==> config.mk <==
export PLATFORM = sky130hd
export DESIGN_NAME = seg7_scan_ctrl_flat
export DESIGN_NICKNAME = d
export VERILOG_FILES = /design/src/rtl/seg7_scan_ctrl_if.sv /design/src/rtl/seg7_scan_ctrl.sv /design/src/flat_wrapper.sv
export SDC_FILE = /design/constraint.sdc
export NUM_CORES = 1
export LEC_CHECK = 0
export CELL_PAD_IN_SITES_DETAIL_PLACEMENT = 0
export CELL_PAD_IN_SITES_GLOBAL_PLACEMENT = 1
export CORE_ASPECT_RATIO = 0.9
export CORE_MARGIN = 1.5
export CORE_UTILIZATION = 45
export CTS_CLUSTER_DIAMETER = 150
export DETAILED_ROUTE_END_ITERATION = 16
export GPL_TIMING_DRIVEN = 0
export PLACE_DENSITY_LB_ADDON = 0.1
export SETUP_SLACK_MARGIN = 0.2
export SYNTH_ARGS = -nofsm -noshare
export SYNTH_HDL_FRONTEND = slang
export SYNTH_SLANG_ARGS = --single-unit
==> constraint.sdc <==
create_clock -name i_clk -period 2.46 [get_ports i_clk]
set_clock_uncertainty 0.1 [all_clocks]
set_input_delay 0.615 -clock i_clk [delete_from_list [all_inputs] [get_ports i_clk]]
set_output_delay 0.615 -clock i_clk [all_outputs]
set_load 0.03 [all_outputs]
==> src/rtl/seg7_scan_ctrl_if.sv <==
// seg7_scan_ctrl_if: digit register file write port
//   wr_en   - write strobe, one digit written per cycle it is high
//   wr_addr - digit index written
//   wr_data - hex value stored at wr_addr
interface seg7_scan_ctrl_if;
    logic       wr_en;
    logic [2:0] wr_addr;
    logic [3:0] wr_data;
    modport master (output wr_en, wr_addr, wr_data);
    modport slave  (input  wr_en, wr_addr, wr_data);
endinterface

==> src/rtl/seg7_scan_ctrl.sv <==
// seg7_scan_ctrl: time-multiplexed scan controller for an 8-digit seven-segment decoder
//   i_clk        - system clock, rising edge
//   i_rst_n      - synchronous active-low reset
//   wr           - digit register file write port (slave side)
//   i_digit_en   - per-digit enable, bit i low blanks digit i
//   i_lz_en      - leading-zero suppression enable
//   o_num        - hex value of the selected digit
//   o_sel        - selected digit index
//   o_blank      - selected digit must be dark
//   o_frame_done - one-cycle pulse after the scan wraps 7 -> 0
module seg7_scan_ctrl #(
    parameter int REFRESH_DIV = 100000,
    parameter int NUM_DIGITS  = 8
) (
    input  logic                  i_clk,
    input  logic                  i_rst_n,
    seg7_scan_ctrl_if.slave       wr,
    input  logic [NUM_DIGITS-1:0] i_digit_en,
    input  logic                  i_lz_en,
    output logic [3:0]            o_num,
    output logic [2:0]            o_sel,
    output logic                  o_blank,
    output logic                  o_frame_done
);
    localparam int CW = (REFRESH_DIV > 1) ? $clog2(REFRESH_DIV) : 1;
    logic [CW-1:0]         r_cnt;
    logic [2:0]            r_sel;
    logic                  r_frame_done;
    logic [3:0]            r_digits [NUM_DIGITS];
    logic                  w_tick;
    logic                  w_acc;
    logic [NUM_DIGITS-1:0] w_zero_up;
    assign w_tick = (r_cnt == CW'(REFRESH_DIV - 1));
    always_ff @(posedge i_clk) begin
        if (!i_rst_n) begin
            r_cnt        <= '0;
            r_sel        <= '0;
            r_frame_done <= 1'b0;
            for (int i = 0; i < NUM_DIGITS; i++) r_digits[i] <= 4'h0;
        end else begin
            r_cnt        <= w_tick ? '0 : r_cnt + 1'b1;
            r_sel        <= w_tick ? r_sel + 3'd1 : r_sel;
            r_frame_done <= w_tick && (r_sel == 3'(NUM_DIGITS - 1));
            if (wr.wr_en) r_digits[wr.wr_addr] <= wr.wr_data;
        end
    end
    // w_zero_up[i]: digit i and every digit above it hold zero
    always_comb begin
        w_acc     = 1'b1;
        w_zero_up = '0;
        for (int i = NUM_DIGITS - 1; i >= 0; i--) begin
            w_acc        = w_acc && (r_digits[i] == 4'h0);
            w_zero_up[i] = w_acc;
        end
    end
    assign o_sel        = r_sel;
    assign o_num        = r_digits[r_sel];
    assign o_frame_done = r_frame_done;
    // digit 0 always shows, so a value of zero still displays "0"
    assign o_blank      = ~i_digit_en[r_sel] | (i_lz_en & (r_sel != 3'd0) & w_zero_up[r_sel]);
endmodule

==> src/flat_wrapper.sv <==
// flat-port wrapper written by rule: the top's interface ports become plain ports
module seg7_scan_ctrl_flat 
#(
    parameter int REFRESH_DIV = 100000,
    parameter int NUM_DIGITS  = 8
)
  (i_clk, i_rst_n, i_digit_en, i_lz_en, o_num, o_sel, o_blank, o_frame_done, wr_wr_en, wr_wr_addr, wr_wr_data);
  seg7_scan_ctrl_if wr_i ();
  input  logic i_clk;
  input  logic i_rst_n;
  input  logic [NUM_DIGITS-1:0] i_digit_en;
  input  logic i_lz_en;
  output logic [3:0] o_num;
  output logic [2:0] o_sel;
  output logic o_blank;
  output logic o_frame_done;
  input wire logic [$bits(wr_i.wr_en)-1:0] wr_wr_en;
  input wire logic [$bits(wr_i.wr_addr)-1:0] wr_wr_addr;
  input wire logic [$bits(wr_i.wr_data)-1:0] wr_wr_data;
  assign wr_i.wr_en = wr_wr_en;
  assign wr_i.wr_addr = wr_wr_addr;
  assign wr_i.wr_data = wr_wr_data;
  seg7_scan_ctrl #(.REFRESH_DIV(REFRESH_DIV), .NUM_DIGITS(NUM_DIGITS)) u_core (.i_clk(i_clk), .i_rst_n(i_rst_n), .wr(wr_i), .i_digit_en(i_digit_en), .i_lz_en(i_lz_en), .o_num(o_num), .o_sel(o_sel), .o_blank(o_blank), .o_frame_done(o_frame_done));
endmodule
==> impl_metrics.json, run 1 <==
{
  "number_of_buffers_created_by_cts": 5,
  "place.gp.congestion": 0.794,
  "yosys.cell_types.count": 36,
  "ff2ff_setup_slack_ps": 640,
  "grt_first_pass_wirelength_mm": 8.51,
  "port-buffer-count": 27,
  "ys_warn_count": 0,
  "clock_latency_ps": 310,
  "kind_of_end_point_of_the_critical_path": "output port",
  "crit_chain": "nor4_1, a22oi_2, a211oi_2, buf_4, a2bb2oi_4, buf_6",
  "worst-endpoint-arrival_ps": 1990,
  "p_seq_frac": 0.584,
  "drv_slew": 0,
  "num_rows": 26,
  "ys_seq_elements": 56,
  "max-cap-violations": 0,
  "slew_headroom": 0.626,
  "cell_count_after_synthesis": 225,
  "ir_worst_vdd_v": 0.000312,
  "maximum_level_of_the_cts_h_tree": 2,
  "clockPowerShare": 0.339,
  "vias_in_the_first_global_route": 1648,
  "finalSetupViolCount": 5,
  "cts_buffer_depth": 2,
  "p_comb_frac": 0.077,
  "timing.critical_path.from": "u_core.r_digits[5][2]",
  "postPlaceCellArea_sq_um": 3100,
  "path_max_fanout": 2,
  "synth_enable_flop_cells": 32,
  "violations_in_the_final_reports": "negative setup slack",
  "worstHoldStart": "u_core.r_cnt[0]",
  "rr_startpoint": "u_core.r_cnt[0]",
  "synth_top_cells_by_area": "edfxtp_1 36%, dfxtp_1 18%, and2_1 8.4%",
  "fp.coreArea_sq_um": 5730,
  "fill_cells": 495,
  "place_ws_ps": -763,
  "stdcell_area_sq_um": 3330,
  "period_needed_ps": 2710,
  "syn-num-nets": 248,
  "synthesis.area_per_instance_sq_um": 12.0,
  "initial_util": 0.470,
  "vias_per_cell": 5.20,
  "p_sw_frac": 0.222,
  "main_flop_type_after_synthesis": "edfxtp_1",
  "worst_hold_path_cells": 1,
  "design.portCount": 28,
  "syn2layout_area_growth_pct": 23.7,
  "rsz0062_at_grt": "yes",
  "netlist.area_leader.share": 0.357,
  "grt_remaining_overflow": 0,
  "synth_seq_area_share": 0.536,
  "hold-path-endpoint": "u_core.r_cnt[0]",
  "ys_async_sr_fraction": 0,
  "timing_hold_violations_final": 0,
  "vias": 1741,
  "clock_tree.root_cell": "clkbuf_8",
  "antenna_found_initial": 0,
  "cts_tree": "yes",
  "max_stage_delay_ps": 470,
  "hpwlAfterDp_mm": 3.93,
  "final.hold.worst_slack_ps": 369,
  "final.period_utilization": 1.10,
  "post-synth-top-count-cell": "and2_1",
  "fp.dieW_um": 84.5,
  "power_density_nw_per_um2": 542,
  "worstRegToRegCells": 6,
  "detailed_route_wire_length_per_cell_um": 15.6,
  "p_leak_nw": 1.16,
  "p_int_w": 0.00141,
  "grt.total_usage": 0.172,
  "tightest_slew_ps": 556,
  "antenna_violating_nets_post_route": 0,
  "element_type_at_the_critical_path_start": "register",
  "cpLargestDelayFamily": "compound AO/OA/AOI/OAI gates",
  "regToRegEndpoint": "u_core.r_cnt[16]",
  "clk_transition_reported_paths_ps": 100,
  "num_antenna_cells": 0,
  "worst-endpoint-required_ps": 1750,
  "result_of_the_run": "finished, violations left",
  "type_of_the_worst_setup_path": "reg -> out",
  "synthDominantAreaCellType": "edfxtp_1",
  "drt_pass1_iterations": 4,
  "clock_sinks": 56,
  "netsw_w": 0.000400,
  "die_span_in_y_um": 76.4,
  "detailedRoute.firstIterationViolations": 88,
  "worstHoldPathType": "reg -> reg",
  "finalSetupTns_ps": -439,
  "critical_path.n_buffers_inverters": 2,
  "layout-drive-gt1-share": 0.204,
  "p_total_w": 0.00181,
  "routed_wl_mm": 5.23,
  "clock.fmax_mhz": 370,
  "cp_slowest_cell": "nor4_1",
  "synth.cells.most_frequent": "36 x and2_1, 32 x edfxtp_1, 25 x nor2_1, 24 x dfxtp_1, 10 x mux4_2",
  "die_area_sq_um": 6450,
  "postLayoutSetupSlackWorst_ps": -245,
  "layout.nets": 287,
  "number_of_design_rule_violations_left_after_detail_routing": 0,
  "grt_max_degree": 18,
  "syn-cell-area_sq_um": 2690
}
cells by family (layout without fill, tap and decap cells):
family                     after synthesis  after routing  synth area share
muxes                                   16             16             0.108
DFF                                     56             56             0.536
AOI/OAI and AO/OA                       14             14            0.0316
and+or+nand+nor                        110            110             0.237
xor gates and xnor gates                16             16            0.0521
buffers and inverters                    9             49            0.0172
adders and majority gates                4              4            0.0186
power groups by stage:
stage	Combinational [W]	Sequential [W]	Clock, W
detailed placement	0.000133	0.00107	0
floorplan	0.0000694	0.00106	0
CTS	0.000138	0.00105	0.000625
global placement	0.000131	0.00107	0
finish	0.000139	0.00105	0.000612
global route	0.000151	0.00106	0.000657
worst max path at each step:
stage               endpoint  cells past startpoint
global route         o_blank                      6
detailed placement   o_blank                      6
floorplan            o_blank                      4
CTS                  o_blank                      6
global placement     o_blank                      6
finish               o_blank                      6
timing repair:
action / CTS / global route
resized for setup: 49 / 6
setup buffers: 3 / 2
setup endpoints to repair: 37 / 14
hold buffers: 0 / 0
pin swaps: 2 / 2
hold endpoints to repair: 0 / 0
stage by stage:
step | std cells | utilization
CTS | 333 | 0.575
finish | 335 | 0.581
global route | 335 | 0.581
global placement | 322 | 0.542
detailed placement | 322 | 0.542
floorplan | 225 | -
cell type report:
class,count,area (sq um),area share
clock buffers,6,72.6,0.0218
repair buffers,32,327,0.0981
well taps,70,87.6,0.0263
plain buffers,5,48.8,0.0147
multi-input cells,160,1290,0.387
clock inverters,2,38.8,0.0117
flip-flops and latches,56,1450,0.436
inverters,4,15.0,0.00451
sequential cells by signal (all words and copies together), names as in the netlist, named ones only:
name	flops
u_core.o_frame_done	1
u_core.r_cnt	17
u_core.o_sel	3
u_core.r_digits	32
metal layers:
layer,global-route usage,up-vias,part of all wire
met5,0,-,0
met4,0.0387,0,0.0092
met3,0.0477,5,0.053
met2,0.242,43,0.42
met1,0.266,807,0.52
li1,-,886,-
cells in the final DEF, fill, tap and decap left out, types with 5 or more instances in the layout:
| cell | synthesis | routed |
|---|---|---|
| nand3_1 | 9 | 9 |
| mux4_2 | 10 | 10 |
| xnor2_1 | 7 | 7 |
| nor4_1 | 8 | 5 |
| nand2b_1 | 5 | 5 |
| clkdlybuf4s50_1 | 0 | 20 |
| edfxtp_1 | 32 | 32 |
| xor2_1 | 9 | 9 |
| o21ai_0 | 8 | 7 |
| buf_6 | 0 | 9 |
| and2_1 | 36 | 36 |
| nor2_1 | 25 | 25 |
| dfxtp_1 | 24 | 21 |
| nand2_1 | 9 | 9 |
| clkbuf_8 | 0 | 6 |
(Power assumes the default switching activity.)
==> inputs of run 2 (changes only) <==
--- a/config.mk
+++ b/config.mk
@@ -5,6 +5,7 @@
 export SDC_FILE = /design/constraint.sdc
 export NUM_CORES = 1
 export LEC_CHECK = 0
+export CAP_MARGIN = 0
 export CELL_PAD_IN_SITES_DETAIL_PLACEMENT = 0
 export CELL_PAD_IN_SITES_GLOBAL_PLACEMENT = 1
 export CORE_ASPECT_RATIO = 0.9
@@ -14,6 +15,7 @@
 export DETAILED_ROUTE_END_ITERATION = 16
 export GPL_TIMING_DRIVEN = 0
 export PLACE_DENSITY_LB_ADDON = 0.1
+export RECOVER_POWER = 50
 export SETUP_SLACK_MARGIN = 0.2
 export SYNTH_ARGS = -nofsm -noshare
 export SYNTH_HDL_FRONTEND = slang
==> impl_metrics.json, run 2 (same netlist as run 1, synthesis figures left out) <==
{
  "result_of_the_run": "finished, violations left",
  "violations_in_the_final_reports": "negative setup slack",
  "rsz0062_at_grt": "yes",
  "finalSetupViolCount": 5,
  "routed_wl_mm": 5.27,
  "timing_hold_violations_final": 0,
  "final_cell_mix": "32 x edfxtp_1, 25 x nor2_1, 23 x and2_0",
  "clock.fmax_mhz": 369,
  "die_area_sq_um": 6450,
  "worst_hold_path_cells": 1,
  "drt_pass1_iterations": 4,
  "worst-endpoint-arrival_ps": 1990,
  "hpwlAfterDp_mm": 3.93,
  "ff2ff_setup_slack_ps": 130,
  "cts_tree": "yes",
  "period_needed_ps": 2710,
  "layout-drive-gt1-share": 0.189,
  "element_type_at_the_critical_path_start": "register",
  "layout_commonest_cell": "edfxtp_1",
  "die_span_in_y_um": 76.4,
  "number_of_buffers_created_by_cts": 5,
  "stdcell_area_sq_um": 3290,
  "fp.coreArea_sq_um": 5730,
  "worst-endpoint-required_ps": 1750,
  "clock_sinks": 56,
  "clock_tree.root_cell": "clkbuf_8",
  "num_antenna_cells": 0,
  "detailedRoute.firstIterationViolations": 83,
  "largest_reg_flops": 32,
  "clock_latency_ps": 310,
  "postPlaceCellArea_sq_um": 3100,
  "slew_headroom": 0.506,
  "tightest_slew_ps": 735,
  "syn2layout_area_growth_pct": 22.3,
  "antenna_found_initial": 0,
  "postLayoutSetupSlackWorst_ps": -247,
  "cts_stage_hold_buffer_count": 0,
  "place.gp.congestion": 0.794,
  "ir_worst_vdd_v": 0.000311,
  "worstHoldPathType": "reg -> reg",
  "worstHoldStart": "u_core.r_cnt[0]",
  "layout.nets": 287,
  "rr_startpoint": "u_core.r_cnt[4]",
  "path_max_fanout": 2,
  "num_rows": 26,
  "detailed_route_wire_length_per_cell_um": 15.7,
  "met2_length_mm": 2.18,
  "number_of_design_rule_violations_left_after_detail_routing": 0,
  "final.hold.worst_slack_ps": 370,
  "detailroute.wirelength.met3_um": 253,
  "p_leak_nw": 1.12,
  "vias_per_cell": 5.21,
  "place_ws_ps": -763,
  "antenna_violating_nets_post_route": 0,
  "m1WireLength_mm": 2.78,
  "regToRegEndpoint": "u_core.r_cnt[12]",
  "vias_in_the_first_global_route": 1648,
  "final.period_utilization": 1.10,
  "hold-path-endpoint": "u_core.r_cnt[0]",
  "kind_of_end_point_of_the_critical_path": "output port",
  "max-cap-violations": 0,
  "port-buffer-count": 27,
  "initial_util": 0.470,
  "worstRegToRegCells": 6,
  "maximum_level_of_the_cts_h_tree": 2,
  "grt_first_pass_wirelength_mm": 8.51,
  "fp.dieW_um": 84.5,
  "finalSetupTns_ps": -434,
  "clk_transition_reported_paths_ps": 100,
  "grt_remaining_overflow": 0,
  "grt_max_degree": 18,
  "vias": 1745,
  "type_of_the_worst_setup_path": "reg -> out",
  "drv_slew": 0,
  "highest-signal-layer": "met4",
  "cts_buffer_depth": 2,
  "power_density_nw_per_um2": 547,
  "max_flop_register": "u_core.r_digits",
  "grt.total_usage": 0.172,
  "design.portCount": 28
}
run 2: worst max-delay path, stage by stage (launching register included):
cell and delay, ps:
edfxtp_1 400, nor4_1 470, a22oi_2 110, a211oi_2 270, buf_4 160, a2bb2oi_4 130, buf_6 140
run 2: final cells by class:
class	count	area (sq um)
Multi-Input combinational cell	160	1260
Buffer	5	41.3
Timing Repair Buffer	32	327
Clock inverter	2	38.8
Inverter	4	15.0
Sequential cell	56	1450
Fill cell	503	2430
Clock buffer	6	72.6
Tap cell	70	87.6
run 2: power by group:
| group | total (W) | switching [W] | leakage (nW) | internal [W] |
|---|---|---|---|---|
| logic | 0.000136 | 0.0000660 | 0.558 | 0.0000701 |
| clock network | 0.000611 | 0.000303 | 0.0558 | 0.000308 |
| registers | 0.00105 | 0.0000291 | 0.503 | 0.00103 |
| total | 0.00180 | 0.000398 | 1.12 | 0.00140 |
run 2: worst max-delay path by stage:
stage / endpoint / slack (ps) / startpoint
after floorplan: o_blank / 200 / u_core.r_digits[4][2]
after global placement: o_blank / -770 / i_lz_en
after detailed placement: o_blank / -760 / i_lz_en
after CTS: o_blank / -280 / u_core.r_digits[6][3]
after global routing: o_blank / -400 / u_core.r_digits[5][2]
final: o_blank / -250 / u_core.r_digits[5][2]
run 2: through the flow:
| stage | cells | utilization | power (W) |
|---|---|---|---|
| floorplan | 225 | - | 0.00113 |
| global placement | 322 | 0.542 | 0.00120 |
| CTS | 333 | 0.575 | 0.00182 |
| finish | 335 | 0.575 | 0.00180 |
| detailed placement | 322 | 0.542 | 0.00120 |
| global route | 335 | 0.575 | 0.00186 |
run 2: metal layers:
layer | up-vias | GRT usage
li1 | 884 | -
met1 | 809 | 0.266
met2 | 47 | 0.242
met3 | 5 | 0.0477
met4 | 0 | 0.0387
met5 | - | 0
run 2: timing repair:
action                                  CTS  global route
setup buffers                             3             2
endpoints found under the setup margin   37            14
pin swaps                                 2             2
resized for setup                        49             6
==> inputs of run 3 (changes only) <==
--- a/config.mk
+++ b/config.mk
@@ -5,12 +5,13 @@
 export SDC_FILE = /design/constraint.sdc
 export NUM_CORES = 1
 export LEC_CHECK = 0
-export CAP_MARGIN = 0
+export ABC_AREA = 1
+export CAP_MARGIN = 20
 export CELL_PAD_IN_SITES_DETAIL_PLACEMENT = 0
 export CELL_PAD_IN_SITES_GLOBAL_PLACEMENT = 1
 export CORE_ASPECT_RATIO = 0.9
 export CORE_MARGIN = 1.5
-export CORE_UTILIZATION = 45
+export CORE_UTILIZATION = 42
 export CTS_CLUSTER_DIAMETER = 150
 export DETAILED_ROUTE_END_ITERATION = 16
 export GPL_TIMING_DRIVEN = 0
==> impl_metrics.json, run 3 <==
{
  "element_type_at_the_critical_path_start": "input pin",
  "stdcell_area_sq_um": 3530,
  "detailedRoute.firstIterationViolations": 186,
  "syn2layout_area_growth_pct": 21.3,
  "rsz0062_at_grt": "yes",
  "syn-cell-area_sq_um": 2910,
  "vias_per_cell": 4.78,
  "syn-num-nets": 397,
  "multi_input_area_sq_um": 1320,
  "worstHoldPathType": "reg -> reg",
  "postPlaceCellArea_sq_um": 3290,
  "postLayoutCoreUtil": 0.531,
  "cts_buffer_depth": 2,
  "kind_of_end_point_of_the_critical_path": "output port",
  "synth_top_cells_by_area": "edfxtp_1 33%, dfxtp_1 17%, nor2_1 13%",
  "worst-endpoint-required_ps": 1750,
  "synth_seq_area_share": 0.495,
  "grt.total_usage": 0.198,
  "ir_worst_vdd_v": 0.000254,
  "fill_cells": 641,
  "fp.dieW_um": 90.8,
  "fp.coreArea_sq_um": 6660,
  "layout_commonest_cell": "nor2_1",
  "synthesis.area_per_instance_sq_um": 7.78,
  "period_needed_ps": 2280,
  "finalSetupTns_ps": 0,
  "die_span_in_y_um": 82.0,
  "cts_stage_hold_buffer_count": 0,
  "ys_async_sr_fraction": 0,
  "port-buffer-count": 27,
  "largest_reg_flops": 32,
  "yosys.area_share.simple": 0.321,
  "timing_hold_violations_final": 0,
  "drt_pass1_iterations": 4,
  "vias_in_the_first_global_route": 2386,
  "synth_enable_flop_cells": 32,
  "antenna_found_initial": 0,
  "clock.fmax_mhz": 438,
  "drv_slew": 0,
  "worstRegToRegCells": 7,
  "final_cell_mix": "103 x nor2_1, 82 x nand2_1, 36 x inv_1",
  "regToRegEndpoint": "u_core.r_cnt[9]",
  "num_antenna_cells": 0,
  "rr_startpoint": "u_core.r_cnt[0]",
  "synth-xor-area-share": 0.0271,
  "max_flop_register": "u_core.r_digits",
  "synthDominantAreaCellType": "edfxtp_1",
  "final.period_utilization": 0.928,
  "finalSetupViolCount": 0,
  "path_max_fanout": 1,
  "cell_count_after_synthesis": 374,
  "final.hold.worst_slack_ps": 375,
  "clock_latency_ps": 310,
  "synth.area.mux_share": 0,
  "maximum_level_of_the_cts_h_tree": 2,
  "clk_transition_reported_paths_ps": 110,
  "ys_warn_count": 0,
  "synth.cells.most_frequent": "103 x nor2_1, 84 x nand2_1, 39 x inv_1, 32 x edfxtp_1, 24 x dfxtp_1",
  "layout-drive-gt1-share": 0.131,
  "vias": 2433,
  "grt_first_pass_wirelength_mm": 11.3,
  "num_rows": 28,
  "p_leak_nw": 1.44,
  "layout.area.seq_sq_um": 1460,
  "number_of_buffers_created_by_cts": 5,
  "hpwlAfterDp_mm": 5.01,
  "hold-path-endpoint": "u_core.r_cnt[0]",
  "slew_headroom": 0.640,
  "post-synth-top-count-cell": "nor2_1",
  "layout.nets": 441,
  "synth-compound-area-share": 0.0756,
  "cts_tree": "yes",
  "detailed_route_wire_length_per_cell_um": 13.1,
  "grt_max_degree": 20,
  "ys_seq_elements": 56,
  "clock_sinks": 56,
  "type_of_the_worst_setup_path": "in -> out",
  "main_flop_type_after_synthesis": "edfxtp_1",
  "max-cap-violations": 0,
  "initial_util": 0.437,
  "power_density_nw_per_um2": 484,
  "yosys.cell_types.count": 34,
  "antenna_violating_nets_post_route": 0,
  "synth_top_family_by_area": "simple AND/OR/NAND/NOR gates",
  "die_area_sq_um": 7440,
  "number_of_design_rule_violations_left_after_detail_routing": 0,
  "clock_tree.root_cell": "clkbuf_8",
  "grt_remaining_overflow": 0,
  "design.portCount": 28,
  "worstHoldStart": "u_core.r_cnt[0]",
  "yosys.area_share.adder": 0.0172,
  "p_total_w": 0.00171,
  "routed_wl_mm": 6.68,
  "result_of_the_run": "finished, final reports clean",
  "tightest_slew_ps": 540,
  "netlist.area_leader.share": 0.330,
  "worst_hold_path_cells": 1,
  "ff2ff_setup_slack_ps": 390,
  "worst-endpoint-arrival_ps": 1570,
  "place.gp.congestion": 0.849
}
run 3: cell count changes in the layout (fill, tap and decap cells not counted), moves of 6 or more:
| cell | delta |
|---|---|
| nand2_1 | +73 |
| inv_1 | +33 |
| mux4_2 | -10 |
| o22ai_1 | +7 |
| nand2b_1 | -6 |
| clkdlybuf4s50_1 | -8 |
| o21ai_1 | +7 |
| nor2_1 | +78 |
| and2_1 | -13 |
| and2_0 | -22 |
| buf_4 | +9 |
| dlygate4sd2_1 | +8 |
run 3: cell type report:
| cell class | count | share of cell area |
|---|---|---|
| Clock buffer | 5 | 0.0195 |
| Sequential cell | 56 | 0.412 |
| Buffer | 5 | 0.0128 |
| Clock inverter | 3 | 0.00744 |
| Tap cell | 90 | 0.0319 |
| Timing Repair Buffer | 37 | 0.0942 |
| Inverter | 41 | 0.0489 |
| Multi-Input combinational cell | 272 | 0.373 |
run 3: worst max path at each step:
stage,slack (ps),startpoint,depth (start not counted),end
finish,180,i_digit_en[5],7,o_blank
detailed placement,-430,i_lz_en,8,o_blank
CTS,190,i_digit_en[5],7,o_blank
global route,70,u_core.r_digits[6][2],8,o_blank
floorplan,210,u_core.o_sel[0],9,o_blank
global placement,-430,i_lz_en,8,o_blank
run 3: per-layer routing:
metal / track usage / routed length [um] / vias to the layer above
met3: 0.0278 / 304 / 6
met5: 0 / 0 / -
met4: 0.0540 / 63 / 0
met1: 0.289 / 3540 / 1088
li1: - / - / 1282
met2: 0.308 / 2770 / 57
run 3: worst max-delay path, stage by stage:
cell and delay, ps:
clkdlybuf4s50_1 460, nor2_1 40, o22ai_1 130, nand2_1 70, nand2_1 70, nand2_2 50
buf_6 130
run 3: through the flow:
step                worst slack, ps  cells
global placement               -435    491
finish                          177    509
floorplan                       208    374
CTS                             187    505
detailed placement             -428    491
global route                   72.0    509
run 3: kinds of logic after synthesis:
family                     Yosys count
buffers and inverters               46
DFF                                 56
AOI/OAI and AO/OA                   40
xor gates and xnor gates             9
adders and majority gates            4
and+or+nand+nor                    219
run 3: timing repair:
action                     in CTS  in global routing
gates resized for setup        58                 30
setup buffers                   5                  4
setup endpoints to repair       6                  6
pin swaps                       9                  8
cloned                          1                  0
run 3: report_power, final:
part | internal [W] | leakage [nW] | switching [W]
sequential | 0.00102 | 0.504 | 0.0000275
combinational | 0.0000538 | 0.895 | 0.0000776
clock | 0.000208 | 0.0423 | 0.000320
total | 0.00129 | 1.44 | 0.000425
